[config.mk]
export PLATFORM = sky130hd
export DESIGN_NAME = alu_arbiter
export DESIGN_NICKNAME = d
export VERILOG_FILES = /design/src/rtl/alu_arbiter.sv
export SDC_FILE = /design/constraint.sdc
export NUM_CORES = 1
export LEC_CHECK = 0
export BUFFER_PORTS_ARGS = -buffer_cell sky130_fd_sc_hd__buf_2
export CORE_MARGIN = 1
export CORE_UTILIZATION = 46
export DETAILED_ROUTE_END_ITERATION = 8
export PLACE_DENSITY = 0.83
export SYNTH_ARGS = -nofsm -noshare
export SYNTH_HDL_FRONTEND = slang
export SYNTH_SLANG_ARGS = --single-unit
[constraint.sdc]
create_clock -name clk -period 2.9 [get_ports clk]
set_input_delay 0.145 -clock clk [delete_from_list [all_inputs] [get_ports clk]]
set_output_delay 0.145 -clock clk [all_outputs]
set_load 0.03 [all_outputs]
[src/rtl/alu_arbiter.sv]
// Two-requester round-robin front end for a shared 8-output ALU: accept, execute, respond.
module alu_arbiter (
  input  logic       clk,
  input  logic       rst,
  input  logic       req0_valid,
  input  logic       req1_valid,
  output logic       req0_ready,
  output logic       req1_ready,
  input  logic [7:0] req0_a,
  input  logic [7:0] req0_b,
  input  logic [7:0] req1_a,
  input  logic [7:0] req1_b,
  input  logic [2:0] req0_op,
  input  logic [2:0] req1_op,
  output logic [7:0] alu_a,
  output logic [7:0] alu_b,
  input  logic [7:0] alu_out0,
  input  logic [7:0] alu_out1,
  input  logic [7:0] alu_out2,
  input  logic [7:0] alu_out3,
  input  logic [7:0] alu_out4,
  input  logic [7:0] alu_out5,
  input  logic [7:0] alu_out6,
  input  logic [7:0] alu_out7,
  output logic       rsp_valid,
  input  logic       rsp_ready,
  output logic       rsp_id,
  output logic [7:0] rsp_data,
  output logic [7:0] done_cnt
);

  typedef enum logic [1:0] {IDLE, EXEC, RESP} state_t;

  state_t     state_q, state_d;
  logic       last_grant_q, last_grant_d;
  logic [7:0] a_q, a_d;
  logic [7:0] b_q, b_d;
  logic [2:0] op_q, op_d;
  logic       id_q, id_d;
  logic [7:0] rsp_data_q, rsp_data_d;
  logic       rsp_id_q, rsp_id_d;
  logic       rsp_valid_q, rsp_valid_d;
  logic [7:0] done_cnt_q, done_cnt_d;
  logic       grant;
  logic [7:0] alu_sel;

  // On a tie the requester not served last wins; otherwise the only valid one.
  always_comb begin
    if (req0_valid && req1_valid) grant = ~last_grant_q;
    else                          grant = req1_valid;
  end

  assign req0_ready = (state_q == IDLE) && !rst && req0_valid && !grant;
  assign req1_ready = (state_q == IDLE) && !rst && req1_valid &&  grant;

  always_comb begin
    case (op_q)
      3'd0:    alu_sel = alu_out0;
      3'd1:    alu_sel = alu_out1;
      3'd2:    alu_sel = alu_out2;
      3'd3:    alu_sel = alu_out3;
      3'd4:    alu_sel = alu_out4;
      3'd5:    alu_sel = alu_out5;
      3'd6:    alu_sel = alu_out6;
      default: alu_sel = alu_out7;
    endcase
  end

  always_comb begin
    state_d      = state_q;
    last_grant_d = last_grant_q;
    a_d          = a_q;
    b_d          = b_q;
    op_d         = op_q;
    id_d         = id_q;
    rsp_data_d   = rsp_data_q;
    rsp_id_d     = rsp_id_q;
    done_cnt_d   = done_cnt_q;
    case (state_q)
      IDLE: begin
        if (req0_valid || req1_valid) begin
          a_d          = grant ? req1_a  : req0_a;
          b_d          = grant ? req1_b  : req0_b;
          op_d         = grant ? req1_op : req0_op;
          id_d         = grant;
          last_grant_d = grant;
          state_d      = EXEC;
        end
      end
      EXEC: begin
        rsp_data_d = alu_sel;
        rsp_id_d   = id_q;
        state_d    = RESP;
      end
      RESP: begin
        if (rsp_ready) begin
          done_cnt_d = done_cnt_q + 8'd1;
          state_d    = IDLE;
        end
      end
      default: state_d = IDLE;
    endcase
    rsp_valid_d = (state_d == RESP);
  end

  always_ff @(posedge clk) begin
    if (rst) begin
      state_q      <= IDLE;
      last_grant_q <= 1'b1;
      a_q          <= '0;
      b_q          <= '0;
      op_q         <= '0;
      id_q         <= 1'b0;
      rsp_data_q   <= '0;
      rsp_id_q     <= 1'b0;
      rsp_valid_q  <= 1'b0;
      done_cnt_q   <= '0;
    end else begin
      state_q      <= state_d;
      last_grant_q <= last_grant_d;
      a_q          <= a_d;
      b_q          <= b_d;
      op_q         <= op_d;
      id_q         <= id_d;
      rsp_data_q   <= rsp_data_d;
      rsp_id_q     <= rsp_id_d;
      rsp_valid_q  <= rsp_valid_d;
      done_cnt_q   <= done_cnt_d;
    end
  end

  assign alu_a     = a_q;
  assign alu_b     = b_q;
  assign rsp_valid = rsp_valid_q;
  assign rsp_id    = rsp_id_q;
  assign rsp_data  = rsp_data_q;
  assign done_cnt  = done_cnt_q;

endmodule

==> results of run 1 <==
-- cells in the final DEF (no fill, tap or decap), drive strengths merged, types with 2 or more instances in the layout --
master	netlist	layout
xor2	3	3
a211oi	19	19
or3	2	2
a21oi	10	10
nor3	6	6
mux2i	35	35
nand4	3	3
nor2b	3	3
xnor2	3	3
nand3b	4	4
dfxtp	41	41
clkbuf	6	6
o2bb2ai	4	4
nor2	38	38
nand2	13	13
or2	2	2
buf	15	145
nand2b	6	6
nand3	5	5
o221ai	3	3
o21ai	24	24
a221oi	4	4
nor4	4	4
-- sequential cells by signal, indices dropped and copies added, names as in the netlist, 2 cells and up --
signal / cells
op_q: 3
alu_a: 8
rsp_data: 8
done_cnt: 8
alu_b: 8
state_q: 2
-- path summary, 6_finish.rpt --
kind / to / cells past startpoint
setup / recovery: rsp_data[2] / 4
setup reg to reg: rsp_data[2] / 4
hold reg to reg: rsp_data[0] / 2
hold / removal: rsp_data[0] / 3
-- power by group --
part / switching [mW] / internal, mW / total (mW)
logic: 0.260 / 0.196 / 0.456
clock network: 0.200 / 0.259 / 0.459
registers: 0.0596 / 0.615 / 0.675
-- worst max-delay path, delay by kind of cell (launching register included) --
family	cells	cell delay, ps
DFF	1	1010
and+or+nand+nor	2	660
AOI/OAI and AO/OA	2	260
-- cells by family (layout without fill, tap and decap cells) --
logic type,count (synthesis),after routing
compound gates,68,68
xor+xnor,6,6
fa+ha+maj,1,1
buf+inv,22,154
flops,41,41
mux,36,36
simple gates,90,90
-- routing by layer --
metal	vias up	wire (µm)
li1	1220	-
met1	1048	2360
met2	109	2840
met3	14	424
met4	0	138
met5	-	0
-- metrics by stage --
stage | utilization (%) | hold WS, ps | area, µm² | power [mW] | setup slack (ps)
floorplan | - | 325 | 2260 | 0.998 | 1160
global placement | 62.6 | 440 | 2960 | 1.13 | 994
detailed placement | 62.6 | 441 | 2960 | 1.15 | 905
CTS | 65.0 | 149 | 3070 | 1.60 | 883
global route | 65.0 | 172 | 3070 | 1.67 | 666
finish | 65.0 | 153 | 3070 | 1.59 | 869
-- layout make-up --
class | count | share of cell area, %
Clock buffer | 6 | 2.36
Clock inverter | 2 | 1.26
Inverter | 1 | 0.122
Multi-Input combinational cell | 201 | 42.9
Sequential cell | 41 | 26.7
Tap cell | 67 | 2.73
Timing Repair Buffer | 145 | 23.9
==> reports/metrics.yaml, run 1 <==
outcome:
  status: "finished, final reports clean"
global_route:
  globalRouteMet2Util_pct: 39.9
  met1_usage_grt_pct: 24.7
  grt_most_used_layer: "met2"
  grt_antenna_before_repair: 0
  pin_count_of_the_biggest_net_entering_global_routing: 42
  gr-usage-met3_pct: 5.83
  globalRouteOverflowTotal: 0
  grt_pass1_vias: 2168
  first_pass_grt_wire_length_um: 9160
  global_route.usage.total_pct: 22.3
timing:
  max_freq_ghz: 0.492
  timing.slew.headroom_pct: 31.4
  grt_setup_unrepaired: "no"
  period_share_pct: 70.0
  setup_total_neg_slack_ps: 0
  hold_viol_final: 0
  timing.final.setup_violations: 0
  slew_at_the_pin_with_the_worst_max_slew_slack_ps: 1030
  post-route-min-period_ps: 2030
  final-max-slew-violation-count: 0
  final.setup_skew_ps: 6.94
yosys:
  synth_mux_area_share_pct: 16.5
  area_contributors_post_synth: "dfxtp_1 (36%), mux2i_1 (16%), a211oi_1 (6.3%), nor2_1 (6.1%), o21ai_1 (3.8%)"
  synth_compound_area_share_pct: 19.5
  synth.yosys.warnings: 0
  proportion_of_register_bits_with_asynchronous_set_or_reset_after_synthesis_pct: 0
  number_of_flip_flops_and_latches_in_the_synthesized_netlist: 41
  post_synth_simple_gate_area_pct: 19.4
  synth_unique_cells: 39
  synth_area_um2: 2260
  synth_xor_area_share_pct: 2.33
  top_post_synthesis_cells_by_count: "dfxtp_1 (41), nor2_1 (37), mux2i_1 (35), a211oi_1 (19), o21ai_1 (17)"
  synth_seq_area_share_pct: 36.3
  yosys.cell_count.top_type: "dfxtp_1"
  syn-num-nets: 372
  synthesized_area_fraction_occupied_by_adder_cells_pct: 0.554
  dominant_combinational_cell_family_by_area_after_synthesis: "compound AO/OA/AOI/OAI gates"
  netlist.top_cell.by_area: "dfxtp_1"
  synthDominantCellAreaShare_pct: 36.3
  synth-edff-count: 0
  syn-mean-instance-area_um2: 8.56
  yosys_most_used_dff: "dfxtp_1"
  synth_instances: 264
worst_setup_path:
  worst_ep_arrival_time_ps: 2220
  critical_path.reg2reg.startpoint: "op_q[2]"
  cp_cell_sequence: "nor2b_1 -> o2bb2ai_1 -> a221oi_1 -> nor4_1"
  slowest_stage: "dfxtp_1"
  worst-setup-path-type: "register to register"
  required_ps: 3090
  ff2ff_setup_slack_ps: 870
  crit_path_end_kind: "register"
  worstSetupStartpointType: "register"
  crit_start: "op_q[2]"
  critical_path.max_fanout: 32
  critPathMaxStageDelay_ps: 1010
floorplan:
  fp-row-count: 25
  core_um2: 4720
  dieHeight_um: 72.1
  die_width_um: 72.1
  start_util_pct: 47.8
  design.die.area_um2: 5200
  design.portCount: 143
power_and_ir_drop:
  cellLeakagePower_nw: 1.42
  irDropWorstVdd_mv: 0.233
  p_per_area_nw_per_um2: 518
cts:
  cts_made_buffers: 5
  cts-htree-levels: 2
  hold_buffers: 0
  master_cell_of_the_clock_root_buffer: "clkbuf_8"
  worstSkewPairLatency_ps: 290
  tritoncts: "built"
  cts_buffer_depth: 2
  cts.clk_slew.worst_paths_ps: 80
  post_cts.resized_instances: 0
  cts.sinks: 41
  cts_setup_buffers: 0
detailed_routing:
  drc_errors_left: 0
  route.detailed.wl_per_inst_um: 12.5
  routed_wirelength_um: 5770
  drt_pre_antenna_iters: 4
  routed-via-count: 2391
  drtIter0Drc: 130
  postRouteAntennaNets: 0
  route.detailed.vias_per_inst: 5.16
placed_design:
  gpl.final_weighted_congestion: 0.867
  dp.final_hpwl_um: 4520
  placement.io_buffers: 142
  dp.cells: 455
final_layout:
  flow.area_growth_from_synthesis_pct: 35.9
  multiInputGateArea_um2: 1320
  final.fill_count: 415
  final-instance-count-excl-fill: 463
  layout-drive-gt1-share_pct: 39.1
  antennaDiodeCount: 0
  final-seq-area_um2: 821
  final_net_count: 503
run:
  max-cap-violations: 0
min_path:
  hold_path.startpoint: "alu_out7[0]"
  holdCritPathClass: "input port to register"
(Power assumes the default switching activity.)
==> run 2: changes to the inputs <==
- ABC_AREA: default -> 1
- CORE_UTILIZATION: 46 -> 44
- PLACE_DENSITY: 0.83 -> 0.78
- clock period: 2.9 -> 2 ns (I/O delays scaled with it)
==> run 2 against run 1 <==
Count of clock-buffer cells in the layout decreased by 1; first-iteration DRC count increased by 24%; highest routed layer unchanged; sequential share of layout area down 1.5 points; total power up 51%; flip-flop and latch count stayed put; clock power up 47%; combinational power is 68% higher; critical path depth rose by 2; synthesized area is 8.0% higher; fmax increased by 25%; cell count is 24% higher.
==> reports/metrics.yaml, run 2 <==
floorplan:
  design.die.area_um2: 5850
  core_um2: 5240
  fp-row-count: 26
  dieHeight_um: 76.5
  die_width_um: 76.5
  start_util_pct: 46.6
  design.portCount: 143
timing:
  grt_setup_unrepaired: "no"
  final-max-slew-violation-count: 0
  final.setup_skew_ps: 8.62
  max_freq_ghz: 0.618
  post-route-min-period_ps: 1620
  timing.slew.headroom_pct: 64.5
  setup_total_neg_slack_ps: 0
  period_share_pct: 80.9
  hold_viol_final: 0
  timing.final.setup_violations: 0
  slew_at_the_pin_with_the_worst_max_slew_slack_ps: 531
yosys:
  top_post_synthesis_cells_by_count: "nand2_1 (94), nor2_1 (52), dfxtp_1 (41), nand4_1 (41), nand3_1 (20)"
  synth_area_um2: 2440
  synthDominantCellAreaShare_pct: 33.6
  synth_mux_area_share_pct: 0
  synth-edff-count: 0
  synth_unique_cells: 27
  proportion_of_register_bits_with_asynchronous_set_or_reset_after_synthesis_pct: 0
  synthesized_area_fraction_occupied_by_adder_cells_pct: 0.513
  synth_compound_area_share_pct: 12.8
  syn-num-nets: 479
  synth_xor_area_share_pct: 1.08
  synth.yosys.warnings: 0
  dominant_combinational_cell_family_by_area_after_synthesis: "simple AND/OR/NAND/NOR gates"
  netlist.top_cell.by_area: "dfxtp_1"
  synth_seq_area_share_pct: 33.6
  area_contributors_post_synth: "dfxtp_1 (34%), nand2_1 (14%), nand4_1 (11%), nor2_1 (8.0%), a31oi_1 (4.9%)"
  yosys_most_used_dff: "dfxtp_1"
  synth_instances: 371
  number_of_flip_flops_and_latches_in_the_synthesized_netlist: 41
  post_synth_simple_gate_area_pct: 40.8
  yosys.cell_count.top_type: "nand2_1"
  syn-mean-instance-area_um2: 6.58
final_layout:
  flow.area_growth_from_synthesis_pct: 33.2
  layout-drive-gt1-share_pct: 34.6
  antennaDiodeCount: 0
  final_net_count: 610
  mostFrequentLayoutCell: "buf_2"
  final-seq-area_um2: 821
  final.fill_count: 523
  multiInputGateArea_um2: 1350
  mostFrequentLayoutCells: "buf_2 (142), nand2_1 (94), nor2_1 (52)"
  final_area_um2: 3250
  utilization_pct: 62.0
worst_setup_path:
  crit_path_end_kind: "register"
  worstSetupStartpointType: "register"
  ff2ff_setup_slack_ps: 380
  reg2regPathDepth: 6
  cpMostUsedCell: "nor2_1"
  cp_cell_sequence: "inv_4 -> nor3_4 -> nand2_1 -> nand3_1 -> nor2_1 -> nor2_1"
  slowest_stage: "dfxtp_1"
  r2r_end: "rsp_data[6]"
  worst_ep_arrival_time_ps: 1850
  critPathMaxStageDelay_ps: 660
  critical_path_buf_inv_count: 1
  worst-setup-path-type: "register to register"
  critPathTopFamily: "simple AND/OR/NAND/NOR gates"
  critical_path.max_fanout: 17
  required_ps: 2230
  critical_path.reg2reg.startpoint: "op_q[0]"
power_and_ir_drop:
  p_per_area_nw_per_um2: 738
  switching_share_pct: 35.9
  cellLeakagePower_nw: 1.73
  p_clk_share_pct: 28.2
  power.sequential.fraction_pct: 39.9
  fin_total_pwr_mw: 2.40
  power.switching_mw: 0.861
  comb_power_share_pct: 31.9
  irDropWorstVdd_mv: 0.475
  power_report.internal_total_mw: 1.54
detailed_routing:
  routed_wirelength_um: 6980
  postRouteAntennaNets: 0
  route.detailed.vias_per_inst: 5.15
  routed-via-count: 2950
  drtIter0Drc: 161
  drt_pre_antenna_iters: 4
  drc_errors_left: 0
  route.detailed.wl_per_inst_um: 12.2
placed_design:
  placement.io_buffers: 142
  gpl.final_weighted_congestion: 0.851
  detailed_place.area_um2: 3140
  dp.final_hpwl_um: 5290
min_path:
  hold_path.startpoint: "req0_b[4]"
  holdCritPathClass: "input port to register"
  min_path_cells: 3
  hold_path_end: "alu_b[4]"
cts:
  cts_made_buffers: 5
  cts.clk_slew.worst_paths_ps: 90
  cts-htree-levels: 2
  hold_buffers: 0
  cts_buffer_depth: 2
  cts.sinks: 41
  tritoncts: "built"
  master_cell_of_the_clock_root_buffer: "clkbuf_8"
  cts_setup_buffers: 0
  worstSkewPairLatency_ps: 300
  post_cts.resized_instances: 0
global_route:
  globalRouteOverflowTotal: 0
  grt_antenna_before_repair: 0
  grt_pass1_vias: 2588
  pin_count_of_the_biggest_net_entering_global_routing: 29
  global_route.usage.total_pct: 24.5
  first_pass_grt_wire_length_um: 11700
outcome:
  status: "finished, final reports clean"
run:
  max-cap-violations: 0
## run 2: changes by cell type in the layout (fill, tap and decap cells not counted), moves of 6 or more
cell / change
inv_1: +18
inv_2: +6
nand3_1: +15
nand2b_1: -6
a31oi_1: +18
nand4_1: +38
a211oi_1: -19
nor2_1: +15
nand2_1: +81
nor3_1: -6
mux2i_1: -35
## run 2: worst max path at each step
stage	start	endpoint	slack [ps]	depth (start not counted)
after floorplan	last_grant_q	req0_ready	460	5
after global placement	op_q[0]	rsp_data[3]	520	6
after detailed placement	op_q[0]	rsp_data[6]	450	6
after CTS	op_q[0]	rsp_data[6]	420	6
after global routing	op_q[0]	rsp_data[6]	280	6
final	op_q[0]	rsp_data[6]	380	6
## run 2: kinds of logic after synthesis
| group | after synthesis |
|---|---|
| simple gates | 215 |
| buf+inv | 54 |
| fa+ha+maj | 1 |
| xor+xnor | 3 |
| compound gates | 57 |
| flops | 41 |
## run 2: layer usage
metal,up-vias,part of all wire [%],GRT usage (%)
li1,1515,-,-
met1,1286,41,29.5
met2,140,49,43.0
met3,9,8.1,6.47
met4,0,1.4,6.15
met5,-,0,0
## run 2: area by class of cell
| class | instances | share of cell area [%] |
|---|---|---|
| tap | 70 | 2.70 |
| clock buffer | 5 | 2.12 |
| inverter | 28 | 3.47 |
| multi-input combinational | 276 | 41.4 |
| sequential | 41 | 25.3 |
| clock inverter | 3 | 1.35 |
| timing repair buffer | 150 | 23.7 |
## run 2: worst register-to-register path, cell delays in order (launching register included)
cell     delay, ps
dfxtp_1        660
inv_4          190
nor3_4         360
nand2_1        100
nand3_1        110
nor2_1          40
nor2_1          90
## run 2: power by group through the flow
stage          clock network [mW]  logic, mW  registers, mW
2_1_floorplan                   0      0.434           1.08
3_3_place_gp                    0      0.758          0.971
3_5_place_dp                    0      0.765          0.973
4_1_cts                     0.693      0.766          0.956
5_1_grt                     0.732      0.849          0.967
6_report                    0.677      0.765          0.956
## run 2: stage by stage
step / instances / setup WS (ps) / hold WS, ps
final: 573 / 382 / 52.6
after global routing: 573 / 283 / 50.4
after CTS: 573 / 422 / 48.0
after detailed placement: 565 / 445 / 368
after global placement: 565 / 521 / 368
after floorplan: 371 / 464 / 250
==> run 3: changes to the inputs <==
- ABC_AREA: 1 -> 0
- CORE_UTILIZATION: 44 -> 43
- clock period: 2 -> 1.5 ns (I/O delays scaled with it)
==> run 3 against run 2 <==
Critical path depth fell by 1; die area shrank 5.1%; clock skew down 4.7 ps; clock power increased by 35%; combinational power rose by 30%; register-to-register slack worse by 290 ps; flip-flop and latch count stayed put; critical path type unchanged; largest cell class unchanged.
==> reports/metrics.yaml, run 3 (same netlist as run 1, synthesis figures left out) <==
outcome:
  status: "finished, final reports clean"
final_layout:
  final-instance-count-excl-fill: 472
  antennaDiodeCount: 0
  final_net_count: 509
  layout-drive-gt1-share_pct: 40.8
  utilization_pct: 62.8
  final.fill_count: 452
  mostFrequentLayoutCell: "buf_2"
  final_area_um2: 3190
  flow.area_growth_from_synthesis_pct: 41.1
  mostFrequentLayoutCells: "buf_2 (142), dfxtp_1 (40), nor2_1 (37)"
timing:
  period_share_pct: 93.6
  timing.final.setup_violations: 0
  slew_at_the_pin_with_the_worst_max_slew_slack_ps: 300
  post-route-worst-setup-slack_ps: 96.2
  final-max-slew-violation-count: 0
  timing.slew.headroom_pct: 79.8
  post-route-min-period_ps: 1400
  setup_total_neg_slack_ps: 0
  hold_viol_final: 0
  worst_hold_slack_ps: 80.8
  final.setup_skew_ps: 3.95
  max_freq_ghz: 0.712
  grt_setup_unrepaired: "no"
detailed_routing:
  routed_wirelength_um: 5940
  drtIter0Drc: 135
  drc_errors_left: 0
  route.detailed.vias_per_inst: 5.14
  routed-via-count: 2428
  drt_pre_antenna_iters: 5
  postRouteAntennaNets: 0
  route.detailed.wl_per_inst_um: 12.6
cts:
  cts_setup_buffers: 0
  worstSkewPairLatency_ps: 290
  post_cts.resized_instances: 0
  cts-htree-levels: 2
  master_cell_of_the_clock_root_buffer: "clkbuf_8"
  cts_buffer_depth: 2
  cts_made_buffers: 5
  cts.clk_slew.worst_paths_ps: 80
  tritoncts: "built"
  cts.sinks: 41
  hold_buffers: 0
worst_setup_path:
  crit_path_end_kind: "register"
  worst-setup-path-type: "register to register"
  worst_ep_arrival_time_ps: 1580
  required_ps: 1680
  critical_path.max_fanout: 31
  worstSetupStartpointType: "register"
global_route:
  first_pass_grt_wire_length_um: 9110
  grt_pass1_vias: 2082
  pin_count_of_the_biggest_net_entering_global_routing: 39
  globalRouteOverflowTotal: 0
  global_route.usage.total_pct: 21.6
  grt_antenna_before_repair: 0
power_and_ir_drop:
  cellLeakagePower_nw: 1.47
  fin_total_pwr_mw: 3.16
  p_per_area_nw_per_um2: 991
  irDropWorstVdd_mv: 0.559
floorplan:
  start_util_pct: 44.5
  die_width_um: 74.5
  fp-row-count: 26
  design.die.area_um2: 5550
  core_um2: 5070
  dieHeight_um: 74.5
  design.portCount: 143
placed_design:
  gpl.final_weighted_congestion: 0.801
  placement.io_buffers: 142
  pre_cts_ws_ps: 116
  detailed_place.area_um2: 3060
  dp.final_hpwl_um: 4550
  dp.cells: 464
min_path:
  holdCritPathClass: "input port to register"
run:
  max-cap-violations: 0
run 3: critical path, stage by stage (launching register included):
cell,delay (ps)
dfxtp_1,330
buf_12,170
or2_1,270
o21ai_1,140
a221oi_1,60
nor4_1,330
run 3: worst paths after layout:
| kind | startpoint | endpoint | slack (ps) | depth (start not counted) |
|---|---|---|---|---|
| max | op_q[1] | rsp_data[2] | 100 | 5 |
| min | alu_out7[7] | rsp_data[7] | 80 | 3 |
| max reg2reg | op_q[1] | rsp_data[2] | 100 | 5 |
| min reg2reg | rsp_data[7] | rsp_data[7] | 440 | 2 |
run 3: layout make-up:
class,instances,area [µm²],area share (%)
clock buffers,7,86.3,2.71
flip-flops and latches,41,822,25.8
repair buffers,151,828,26.0
multi-input cells,201,1330,41.7
well taps,70,87.6,2.75
clock inverters,1,30.0,0.942
inverters,1,3.75,0.118
run 3: per-layer routing:
layer / track usage, % / part of all wire, %
met5: 0 / 0
met4: 5.66 / 0.79
met3: 6.10 / 8.2
met2: 38.8 / 49
met1: 24.9 / 42
run 3: power breakdown:
group	internal (mW)	leakage [nW]	switching [mW]	total, mW
logic	0.430	1.07	0.564	0.994
clock network	0.543	0.0585	0.373	0.915
registers	1.19	0.338	0.0623	1.25
total	2.16	1.47	0.999	3.16
